### src/rtl/filter_pkg.sv
// filter_pkg: shared types, defaults and helpers for the Filter decoder slice
package filter_pkg;
  localparam int DEF_DATA_W = 16;
  typedef struct packed {
    logic [DEF_DATA_W-1:0] data;
    logic                  parity;
  } filter_word_t;
  function automatic int clog2(input int v);
    int r;
    r = 0;
    while ((1 << r) < v) r++;
    return r;
  endfunction
endpackage

### src/rtl/filter_unstage.sv
// filter_unstage: inverts one Filter stage (shift right, restore MSB from delayed parity)
// Ports: clk/reset (async active-low); data_in/valid_in/parity_in from the stage output;
// data_out/valid_out/parity_out feed the next unstage toward the original word.
module filter_unstage import filter_pkg::*; #(
  parameter int DATA_W = DEF_DATA_W
) (
  input  logic              clk,
  input  logic              reset,
  input  logic [DATA_W-1:0] data_in,
  input  logic              valid_in,
  input  logic              parity_in,
  output logic [DATA_W-1:0] data_out,
  output logic              valid_out,
  output logic              parity_out
);
  logic par_q;
  // The encoder emits a word's MSB as parity one cycle before the shifted word,
  // so it is captured every cycle regardless of valid.
  always_ff @(posedge clk or negedge reset)
    if (!reset) par_q <= 1'b0;
    else par_q <= parity_in;
  assign data_out   = {par_q, data_in[DATA_W-1:1]};
  assign parity_out = data_in[0];
  assign valid_out  = valid_in;
endmodule

### src/rtl/filter_decoder.sv
// filter_decoder: undoes STAGES Filter stages and buffers recovered words in a ready/valid FIFO
// Ports: clk/reset (async active-low); io_x_* from the last Filter stage;
// io_y_* FIFO head with io_y_ready pop; io_overflow sticky drop flag; io_level occupancy.
module filter_decoder import filter_pkg::*; #(
  parameter int DATA_W = DEF_DATA_W,
  parameter int STAGES = 2,
  parameter int DEPTH  = 4
) (
  input  logic                 clk,
  input  logic                 reset,
  input  logic [DATA_W-1:0]    io_x_data,
  input  logic                 io_x_valid,
  input  logic                 io_x_parity,
  output logic [DATA_W-1:0]    io_y_data,
  output logic                 io_y_parity,
  output logic                 io_y_valid,
  input  logic                 io_y_ready,
  output logic                 io_overflow,
  output logic [clog2(DEPTH):0] io_level
);
  localparam int AW = clog2(DEPTH);
  localparam int CW = clog2(STAGES + 2);
  localparam logic [CW-1:0] WARM = CW'(STAGES + 1);
  localparam logic [AW:0] FULL_LVL = (AW + 1)'(DEPTH);
  logic [DATA_W-1:0] d [STAGES+1];
  logic v [STAGES+1];
  logic p [STAGES+1];
  logic [CW-1:0] cnt;
  logic [AW:0] wr, rd;
  logic [DATA_W:0] mem [DEPTH];
  logic warm, full, pop, push_req, push;
  assign d[0] = io_x_data;
  assign v[0] = io_x_valid;
  assign p[0] = io_x_parity;
  // Instance 0 faces the last Filter stage, so the chain unwinds in reverse order.
  for (genvar i = 0; i < STAGES; i++) begin : g_un
    filter_unstage #(.DATA_W(DATA_W)) u (
      .clk(clk), .reset(reset),
      .data_in(d[i]), .valid_in(v[i]), .parity_in(p[i]),
      .data_out(d[i+1]), .valid_out(v[i+1]), .parity_out(p[i+1])
    );
  end
  // Chain output is garbage until every par_q and encoder register has been refilled.
  assign warm       = cnt == WARM;
  assign io_level   = wr - rd;
  assign io_y_valid = wr != rd;
  assign full       = io_level == FULL_LVL;
  assign pop        = io_y_valid & io_y_ready;
  assign push_req   = v[STAGES] & warm;
  assign push       = push_req & (!full | pop);
  assign {io_y_data, io_y_parity} = io_y_valid ? mem[rd[AW-1:0]] : '0;
  always_ff @(posedge clk or negedge reset)
    if (!reset) begin
      cnt         <= '0;
      wr          <= '0;
      rd          <= '0;
      io_overflow <= 1'b0;
    end else begin
      if (!warm) cnt <= cnt + 1'b1;
      if (push) wr <= wr + 1'b1;
      if (pop) rd <= rd + 1'b1;
      if (push_req & full & !pop) io_overflow <= 1'b1;
    end
  always_ff @(posedge clk)
    if (push) mem[wr[AW-1:0]] <= {d[STAGES], p[STAGES]};
endmodule

### config.mk
export PLATFORM = sky130hd
export DESIGN_NAME = filter_decoder
export DESIGN_NICKNAME = d
export VERILOG_FILES = /design/src/rtl/filter_pkg.sv /design/src/rtl/filter_unstage.sv /design/src/rtl/filter_decoder.sv
export SDC_FILE = /design/constraint.sdc
export NUM_CORES = 1
export LEC_CHECK = 0
export ABC_AREA = 1
export BUFFER_PORTS_ARGS = -buffer_cell sky130_fd_sc_hd__buf_2
export CORE_AREA = 2 2 103 85
export CTS_BUF_LIST = sky130_fd_sc_hd__clkbuf_4
export DETAILED_ROUTE_END_ITERATION = 6
export DIE_AREA = 0 0 105 87
export SYNTH_ARGS = -nofsm -noshare
export SYNTH_HDL_FRONTEND = slang
export SYNTH_HIERARCHICAL = 1
export SYNTH_SLANG_ARGS = --single-unit
export TNS_END_PERCENT = 5
### constraint.sdc
create_clock -name clk -period 5.8 [get_ports clk]
set_clock_uncertainty 0.05 [all_clocks]
set_input_delay 1.16 -clock clk [delete_from_list [all_inputs] [get_ports clk]]
set_output_delay 1.16 -clock clk [all_outputs]
set_load 0.03 [all_outputs]
==> results of run 1 <==
==> routing by layer <==
metal / track usage / wire (um)
met1: 0.186 / 2870
met2: 0.245 / 2930
met3: 0.0494 / 267
met4: 0.0473 / 63
met5: 0 / 0
==> per-stage QoR <==
stage                     utilization  std cells  hold WS, ns  area [sq um]  setup slack, ns
after floorplan                     -        307        0.394          3560             2.51
after global placement          0.443        419        0.405          3620             2.21
after detailed placement        0.443        419        0.415          3620             2.13
after CTS                       0.459        435        0.435          3760             1.66
after global routing            0.459        435        0.464          3760             1.54
final                           0.459        435        0.425          3760             1.75
==> placed cells by master (no fill, tap or decap), drive strengths merged <==
cell type  instances
a21oi             18
buf               47
bufinv             1
clkbuf            10
clkinv             4
dfrtp             11
edfxtp            68
fa                 1
ha                 8
inv               18
mux2               1
nand2             16
nand3              8
nor2              73
o21ai             34
o21bai             1
xnor2              1
xor2               3
==> worst max path at each step <==
| stage | endpoint | slack, ns | start |
|---|---|---|---|
| 2_1_floorplan | io_y_data[10] | 2.51 | rd[1]$_DFFE_PN0P_ |
| 3_3_place_gp | io_y_data[15] | 2.21 | rd[1]$_DFFE_PN0P_ |
| 3_5_place_dp | io_y_data[4] | 2.13 | rd[1]$_DFFE_PN0P_ |
| 4_1_cts | io_y_data[4] | 1.66 | rd[1]$_DFFE_PN0P_ |
| 5_1_grt | io_y_data[15] | 1.54 | rd[1]$_DFFE_PN0P_ |
| 6_report | io_y_data[4] | 1.75 | rd[1]$_DFFE_PN0P_ |
==> worst max-delay path: cells and delay by family, from the launching register on <==
family / cells / cell delay, ns
buffers and inverters: 4 / 0.93
DFF: 1 / 0.86
adders and majority gates: 1 / 0.38
and+or+nand+nor: 2 / 0.15
AOI/OAI and AO/OA: 1 / 0.09
==> state kept, by name, indices dropped and copies added (netlist names) <==
| signal | count |
|---|---|
| mem | 68 |
| rd | 3 |
| wr | 3 |
| cnt | 2 |
| g_un.u/par_q | 2 |
| io_overflow | 1 |
==> cell families after synthesis <==
family,Yosys count,synth area share
DFF,79,0.650
muxes,1,0.00316
xor gates and xnor gates,4,0.00983
and+or+nand+nor,97,0.118
buffers and inverters,64,0.110
AOI/OAI and AO/OA,53,0.0751
adders and majority gates,9,0.0337
==> final cells by class <==
cell class / instances / area share
multi-input cells: 164 / 0.227
inverters: 17 / 0.0170
repair buffers: 47 / 0.0659
flip-flops and latches: 79 / 0.617
clock inverters: 6 / 0.0160
clock buffers: 10 / 0.0200
well taps: 112 / 0.0373
==> summary.md, run 1 <==
| Metric | Value |
|---|---|
| Outcome | `complete, no violations` |
| Post-synth EDFFs | `68` |
| CTS sink count | `79` |
| Drt via density | `4.70` |
| Remaining global-route overflow | `0` |
| RSZ-0062 raised after global routing | `false` |
| Worst Hold Launch | `cnt[0]$_DFFE_PN0P_` |
| Drt drc | `0` |
| ANT cells | `0` |
| Core box area | `8180 sq um` |
| Sequential-to-total area share from yosys stat | `0.650` |
| Slew @ Worst Pin | `0.962 ns` |
| Multi-input logic area | `853 sq um` |
| Setup TNS | `0 ns` |
| Initial antenna violation count | `0` |
| Final min period | `4.05 ns` |
| Area contributors post-synth | `edfxtp_1 57%, buf_4 8.0%, dfrtp_1 7.7%, nor2_1 7.7%, o21ai_0 4.6%` |
| CTS clk-pin slew, worst paths | `0.12 ns` |
| Routed wire per std cell | `14.1 um` |
| Cell Chain, Critical Path | `inv_2 > ha_1 > nand2_1 > inv_1 > nand3_4 > inv_2 > a21oi_1 > buf_2` |
| Post-synth top area share | `0.573` |
| GR Util All Layers | `0.148` |
| Post-CTS sizing | `0` |
| Rel. slew slack | `0.358` |
| Post-Syn Area | `3560 sq um` |
| Final setup viols | `0` |
| Max-cap violations | `0` |
| H-tree depth | `3` |
| Worst EP required | `4.59 ns` |
| Seq cells post-synth | `79` |
| Hpwl dp | `4030 um` |
| Most frequent CP cell | `inv_2` |
| Via count | `2,046` |
| Total Wirelength | `6130 um` |
| DRT iter0 DRCs | `143` |
| Top-count cell post-synth | `nor2_1` |
| Rows | `30` |
| Worst Hold Endpoint | `cnt[0]$_DFFE_PN0P_` |
| Setup crit end kind | `output port` |
| Vias in the first global route | `2,033` |
| Largest stage delay on the critical path | `0.86 ns` |
| Worst Path Arrival | `2.84 ns` |
| Yosys warns | `6` |
| Worst r2r src | `rd[1]$_DFFE_PN0P_` |
| Cells after synthesis | `307` |
| Die area | `9140 sq um` |
| Hold Crit Class | `reg -> reg` |
| Library cells used by synthesis | `23` |
| Final clock period utilization by the worst path | `0.698` |
| CTS Buffer Depth | `2` |
| Initial Util | `0.435` |
| FF-to-FF End | `mem[1][1]$_DFFE_PP_` |
| Drt first pass iters | `4` |
| Die W | `105 um` |
| Post-CTS Hold Buffers | `0` |
| WHS Path Cells | `1` |
| CTS tree | `yes` |
| R2R setup slack | `2.43 ns` |
| Biggest area consumer among synthesized cells | `edfxtp_1` |
| Die Ht | `87 um` |
| DRT antenna net count | `0` |
| Gpl congestion | `0.743` |
| Slew Limit Fails | `0` |
| Worst skew pair latency | `0.41 ns` |
| Synth Flop Type | `edfxtp_1` |
| Share of post-route cells with drive strength above 1 | `0.217` |
| CP Launch Type | `flip-flop` |
| NumNets Final | `348` |
| Mapped Nets | `337` |
| Sequential cell area | `2320 sq um` |
| CP max FO | `20` |
| Fill cells | `804` |
| Most common library cells after synthesis | `73 x nor2_1, 68 x edfxtp_1, 38 x buf_4` |
| Global-route wire length before repair | `10,000 um` |
| Area grow syn2layout | `5.44%` |
| I/O pin cnt | `43` |
| CTS buffer count | `9` |
| IO buf count | `42` |
| Postcts setup bufs | `0` |
| Worst setup path class | `reg -> out` |
| Reg2reg path depth | `10` |
| Clock Tree Root | `clkbuf_4` |
| Slowest cell on crit path | `dfrtp_1` |
| Ys async rst share | `0.139` |
| Syn avg cell area | `11.6 sq um` |
| Largest net degree at the start of global routing | `36` |
| Endpoints failing hold | `0` |
| FMAX | `0.247 GHz` |
Power of run 1 is not shown: default switching activity piles up to over one toggle a cycle in this logic, so the estimate is an artifact.
==> inputs of run 2 (changes only) <==
--- a/config.mk
+++ b/config.mk
@@ -5,12 +5,13 @@
 export SDC_FILE = /design/constraint.sdc
 export NUM_CORES = 1
 export LEC_CHECK = 0
-export ABC_AREA = 1
+export ABC_AREA = 0
 export BUFFER_PORTS_ARGS = -buffer_cell sky130_fd_sc_hd__buf_2
-export CORE_AREA = 2 2 103 85
+export CORE_AREA = 2 2 102 84
 export CTS_BUF_LIST = sky130_fd_sc_hd__clkbuf_4
 export DETAILED_ROUTE_END_ITERATION = 6
-export DIE_AREA = 0 0 105 87
+export DIE_AREA = 0 0 104 86
+export PLACE_DENSITY = 0.66
 export SYNTH_ARGS = -nofsm -noshare
 export SYNTH_HDL_FRONTEND = slang
 export SYNTH_HIERARCHICAL = 1
==> constraint.sdc (replaced) <==
create_clock -name clk -period 3.3 [get_ports clk]
set_clock_uncertainty 0.05 [all_clocks]
set_input_delay 0.66 -clock clk [delete_from_list [all_inputs] [get_ports clk]]
set_output_delay 0.66 -clock clk [all_outputs]
set_load 0.03 [all_outputs]
==> run 2 against run 1 <==
Cell area is 0.40% lower. Worst setup slack lost 1.4 ns. Largest cell class unchanged. Critical path type unchanged. Hold slack got worse by 0.37 ns. Die area is 2.1% lower. Via count fell by 24%. Non-clock buffer count unchanged. Clock-buffer cell count decreased by 1. Register-to-register slack lost 2.0 ns. Core utilization grew 1.8 points. Critical path depth shrank 2. Global-route usage is 1.8 points lower. Routed wire length decreased by 14%.
==> summary.md, run 2 <==
| Metric | Value |
|---|---|
| Sequential-to-total area share from yosys stat | `0.667` |
| Area contributors post-synth | `edfxtp_1 59%, mux4_2 11%, buf_4 8.0%, dfrtp_1 7.9%, and2_1 3.1%` |
| CTS clk-pin slew, worst paths | `0.11 ns` |
| Sequential cell area | `2320 sq um` |
| ANT cells | `0` |
| Routed wire per std cell | `16.3 um` |
| Largest net degree at the start of global routing | `20` |
| Postcts setup bufs | `0` |
| Slew @ Worst Pin | `0.486 ns` |
| Worst Path Arrival | `2.24 ns` |
| Number of flip-flops in the largest register | `68` |
| Ys async rst share | `0.139` |
| NumNets Final | `242` |
| Max-cap violations | `0` |
| CP max FO | `11` |
| Syn avg cell area | `17.7 sq um` |
| Vias in the first global route | `1,565` |
| Cells after synthesis | `196` |
| Drt drc | `0` |
| Clock Tree Root | `clkbuf_4` |
| Global-route wire length before repair | `8310 um` |
| Post-synth EDFFs | `68` |
| Area grow syn2layout | `7.71%` |
| Outcome | `complete, no violations` |
| Hpwl dp | `3460 um` |
| Final min period | `2.95 ns` |
| Via count | `1,552` |
| GR Util All Layers | `0.130` |
| DRT iter0 DRCs | `117` |
| Commonest non-fill, non-tap cells in the layout | `68 x edfxtp_1, 42 x buf_2, 17 x mux4_2, 17 x and2_1, 11 x dfrtp_1` |
| Setup TNS | `0 ns` |
| Worst EP required | `2.59 ns` |
| Mapped Nets | `226` |
| Crit path from | `wr[0]$_DFFE_PN0P_` |
| RSZ-0062 raised after global routing | `false` |
| Synth Flop Type | `edfxtp_1` |
| Multi-input logic area | `841 sq um` |
| Fill cells | `680` |
| Biggest area consumer among synthesized cells | `edfxtp_1` |
| Worst r2r src | `wr[0]$_DFFE_PN0P_` |
| Setup crit end kind | `output port` |
| CTS sink count | `79` |
| H-tree depth | `3` |
| FMAX | `0.339 GHz` |
| Yosys warns | `6` |
| Library cells used by synthesis | `25` |
| IO buf count | `42` |
| R2R setup slack | `0.45 ns` |
| Hold Crit Class | `in -> async` |
| Die area | `8940 sq um` |
| CP Launch Type | `flip-flop` |
| Initial Util | `0.443` |
| Die Ht | `86 um` |
| Post-synth top area share | `0.588` |
| Commonest non-fill, non-tap cell in the layout | `edfxtp_1` |
| FF-to-FF End | `mem[2][16]$_DFFE_PP_` |
| Most common library cells after synthesis | `68 x edfxtp_1, 37 x buf_4, 17 x and2_1, 17 x mux4_2, 11 x dfrtp_1` |
| Core box area | `7840 sq um` |
| Post-Syn Area | `3470 sq um` |
| Final setup viols | `0` |
| Remaining global-route overflow | `0` |
| Endpoints failing hold | `0` |
| Drt first pass iters | `4` |
| Share of post-route cells with drive strength above 1 | `0.406` |
| DRT antenna net count | `0` |
| I/O pin cnt | `43` |
| Post-CTS Hold Buffers | `0` |
| Slew Limit Fails | `0` |
| CTS buffer count | `9` |
| Gpl congestion | `0.788` |
| Rows | `29` |
| Final clock period utilization by the worst path | `0.894` |
| Drt via density | `4.78` |
| Seq cells post-synth | `79` |
| Worst skew pair latency | `0.40 ns` |
| Die W | `104 um` |
| Worst setup path class | `reg -> out` |
| Fin util | `0.477` |
| CTS Buffer Depth | `2` |
| CTS tree | `yes` |
| Total Wirelength | `5290 um` |
| Post-CTS sizing | `0` |
| Top-count cell post-synth | `edfxtp_1` |
| Initial antenna violation count | `0` |
| Reg2reg path depth | `7` |
| Rel. slew slack | `0.676` |
[run 2: cell count changes in the layout (fill, tap and decap cells not counted), moves of 4 or more]
cell     previous run  this run
o21ai_0            33         0
nand2_1            12         3
nor2_1             73         0
a21oi_1            18         1
mux4_2              0        17
inv_1              15         6
xnor2_1             1         5
and2_1              0        17
[run 2: layout make-up]
| class | instances | share of cell area |
|---|---|---|
| repair buffers | 47 | 0.0662 |
| multi-input cells | 69 | 0.225 |
| well taps | 108 | 0.0361 |
| clock buffers | 9 | 0.0181 |
| flip-flops and latches | 79 | 0.619 |
| inverters | 6 | 0.00602 |
| clock inverters | 7 | 0.0298 |
[run 2: metal layers]
layer  GRT usage  part of all wire
met3      0.0562             0.060
met4      0.0332            0.0042
met2       0.203              0.48
met1       0.169              0.45
met5           0                 0
[run 2: worst max-delay path by stage]
stage / endpoint / cells after the start
after global routing: io_y_data[12] / 6
after CTS: io_y_data[13] / 6
after detailed placement: mem[2][2]$_DFFE_PP_ / 7
after floorplan: mem[3][0]$_DFFE_PP_ / 6
final: io_y_data[12] / 6
after global placement: mem[2][2]$_DFFE_PP_ / 7
[run 2: cell families after synthesis]
logic type	Yosys count	share of synthesized area
and+or+nand+nor	31	0.0587
adders and majority gates	9	0.0346
AOI/OAI and AO/OA	2	0.00432
DFF	79	0.667
muxes	20	0.121
xor gates and xnor gates	7	0.0220
buffers and inverters	48	0.0925
[run 2: through the flow]
stage | area, sq um | std cells | hold WS (ns) | setup slack (ns)
floorplan | 3470 | 196 | 0.314 | 0.0239
global placement | 3560 | 309 | 0.406 | 0.528
detailed placement | 3560 | 309 | 0.411 | 0.465
CTS | 3740 | 325 | 0.0364 | 0.292
global route | 3740 | 325 | 0.0304 | 0.108
finish | 3740 | 325 | 0.0590 | 0.349
[run 2: critical path, stage by stage, from the launching register on]
cell     delay, ns
dfrtp_1       0.40
inv_1         0.12
ha_1          0.35
nand3_1       0.35
buf_4         0.32
and2_1        0.14
buf_2         0.17
Power of run 2 is left out for the same reason.
==> inputs of run 3 (changes only) <==
--- a/config.mk
+++ b/config.mk
@@ -12,6 +12,7 @@
 export DETAILED_ROUTE_END_ITERATION = 6
 export DIE_AREA = 0 0 104 86
 export PLACE_DENSITY = 0.66
+export RECOVER_POWER = 25
 export SYNTH_ARGS = -nofsm -noshare
 export SYNTH_HDL_FRONTEND = slang
 export SYNTH_HIERARCHICAL = 1
==> run 3 against run 2 <==
Critical path depth stayed put. Hold slack improved by 0.13 ns. Final cell count did not move. Worst setup slack improved by 0.00058 ns. Register-to-register slack about the same. Sequential share of layout area is 0.25 points higher. Cell area decreased by 0.40%. Die area unchanged. Flip-flop and latch count unchanged. Highest routed layer unchanged.
==> summary.md, run 3 (same netlist as run 2, synthesis figures left out) <==
| Metric | Value |
|---|---|
| FMAX | `0.339 GHz` |
| Cell Chain, Critical Path | `inv_1 > ha_1 > nand3_1 > buf_4 > and2_1 > buf_2` |
| CTS buffer count | `9` |
| Worst setup path class | `reg -> out` |
| Fill cells | `684` |
| Die area | `8940 sq um` |
| CTS sink count | `79` |
| WHS | `0.185 ns` |
| Remaining global-route overflow | `0` |
| Worst EP required | `2.59 ns` |
| Rows | `29` |
| Worst skew pair latency | `0.40 ns` |
| Commonest non-fill, non-tap cells in the layout | `68 x edfxtp_1, 30 x buf_2, 17 x mux4_2, 17 x and2_1, 12 x clkbuf_1` |
| Area grow syn2layout | `7.27%` |
| Number of flip-flops in the largest register | `68` |
| Final min period | `2.95 ns` |
| Worst Path Arrival | `2.24 ns` |
| Routed wire per std cell | `16.2 um` |
| Die W | `104 um` |
| CP Launch Type | `flip-flop` |
| CTS clk-pin slew, worst paths | `0.11 ns` |
| Setup crit end kind | `output port` |
| Post-CTS sizing | `0` |
| Hold Crit Class | `in -> async` |
| Drt first pass iters | `4` |
| Vias in the first global route | `1,565` |
| Drt drc | `0` |
| DRT antenna net count | `0` |
| Slew Limit Fails | `0` |
| IO buf count | `42` |
| Core box area | `7840 sq um` |
| Largest stage delay on the critical path | `0.40 ns` |
| H-tree depth | `3` |
| Postcts setup bufs | `0` |
| Placed Area | `3560 sq um` |
| Endpoints failing hold | `0` |
| Global-route wire length before repair | `8310 um` |
| I/O pin cnt | `43` |
| Die Ht | `86 um` |
| Worst Path Buf+Inv | `3` |
| Largest net degree at the start of global routing | `20` |
| Final setup viols | `0` |
| NumNets Final | `242` |
| CTS Buffer Depth | `2` |
| Design area | `3730 sq um` |
| Slew @ Worst Pin | `0.637 ns` |
| Initial antenna violation count | `0` |
| Slowest cell on crit path | `dfrtp_1` |
| Hpwl dp | `3460 um` |
| Via count | `1,561` |
| Clock Tree Root | `clkbuf_4` |
| Outcome | `complete, no violations` |
| CP top delay family | `buffers and inverters` |
| Post-CTS Hold Buffers | `0` |
| ANT cells | `0` |
| Commonest non-fill, non-tap cell in the layout | `edfxtp_1` |
| Rel. slew slack | `0.575` |
| Setup TNS | `0 ns` |
| RSZ-0062 raised after global routing | `false` |
| Gpl congestion | `0.788` |
| Drt via density | `4.80` |
| Initial Util | `0.443` |
| Max-cap violations | `0` |
| Total Wirelength | `5270 um` |
| GR Util All Layers | `0.130` |
| CP max FO | `11` |
| CTS tree | `yes` |
| DRT iter0 DRCs | `119` |
| Final clock period utilization by the worst path | `0.894` |
| Share of post-route cells with drive strength above 1 | `0.350` |
==> run 3: cell types whose count changed in the layout (fill, tap and decap cells not counted), sizes merged <==
| cell | delta |
|---|---|
| clkbuf | +12 |
| buf | -12 |
==> run 3: final timing paths <==
| check | startpoint | end | slack [ns] | cells past startpoint |
|---|---|---|---|---|
| worst max-delay path | wr[0]$_DFFE_PN0P_ | io_y_data[12] | 0.35 | 6 |
| worst min-delay path | reset | io_overflow$_DFFE_PN0P_ | 0.19 | 1 |
| worst max register to register | wr[0]$_DFFE_PN0P_ | mem[2][16]$_DFFE_PP_ | 0.45 | 7 |
| worst min register to register | cnt[0]$_DFFE_PN0P_ | cnt[0]$_DFFE_PN0P_ | 0.42 | 1 |
| max in group asynchronous | reset | g_un[0].u/par_q$_DFF_PN0_ | 2.60 | 1 |
| min in group clk | io_x_parity | g_un[0].u/par_q$_DFF_PN0_ | 0.31 | 1 |
==> run 3: layout make-up <==
cell class / instances / area [sq um] / area share
timing repair buffer: 47 / 233 / 0.0624
multi-input combinational: 69 / 841 / 0.226
clock inverter: 7 / 111 / 0.0299
sequential: 79 / 2320 / 0.622
clock buffer: 9 / 67.6 / 0.0181
tap: 108 / 135 / 0.0363
inverter: 6 / 22.5 / 0.00604
==> run 3: per-layer routing <==
metal  track usage  wire [um]
met5             0          0
met4        0.0332         22
met2         0.203       2560
met3        0.0562        247
met1         0.169       2440
==> run 3: stage by stage <==
stage | worst slack, ns | instances | utilization
after floorplan | 0.0239 | 196 | -
after global placement | 0.528 | 309 | 0.455
after detailed placement | 0.465 | 309 | 0.455
final | 0.350 | 325 | 0.476
after global routing | 0.108 | 325 | 0.476
after CTS | 0.292 | 325 | 0.477
Power of run 3 is left out for the same reason.
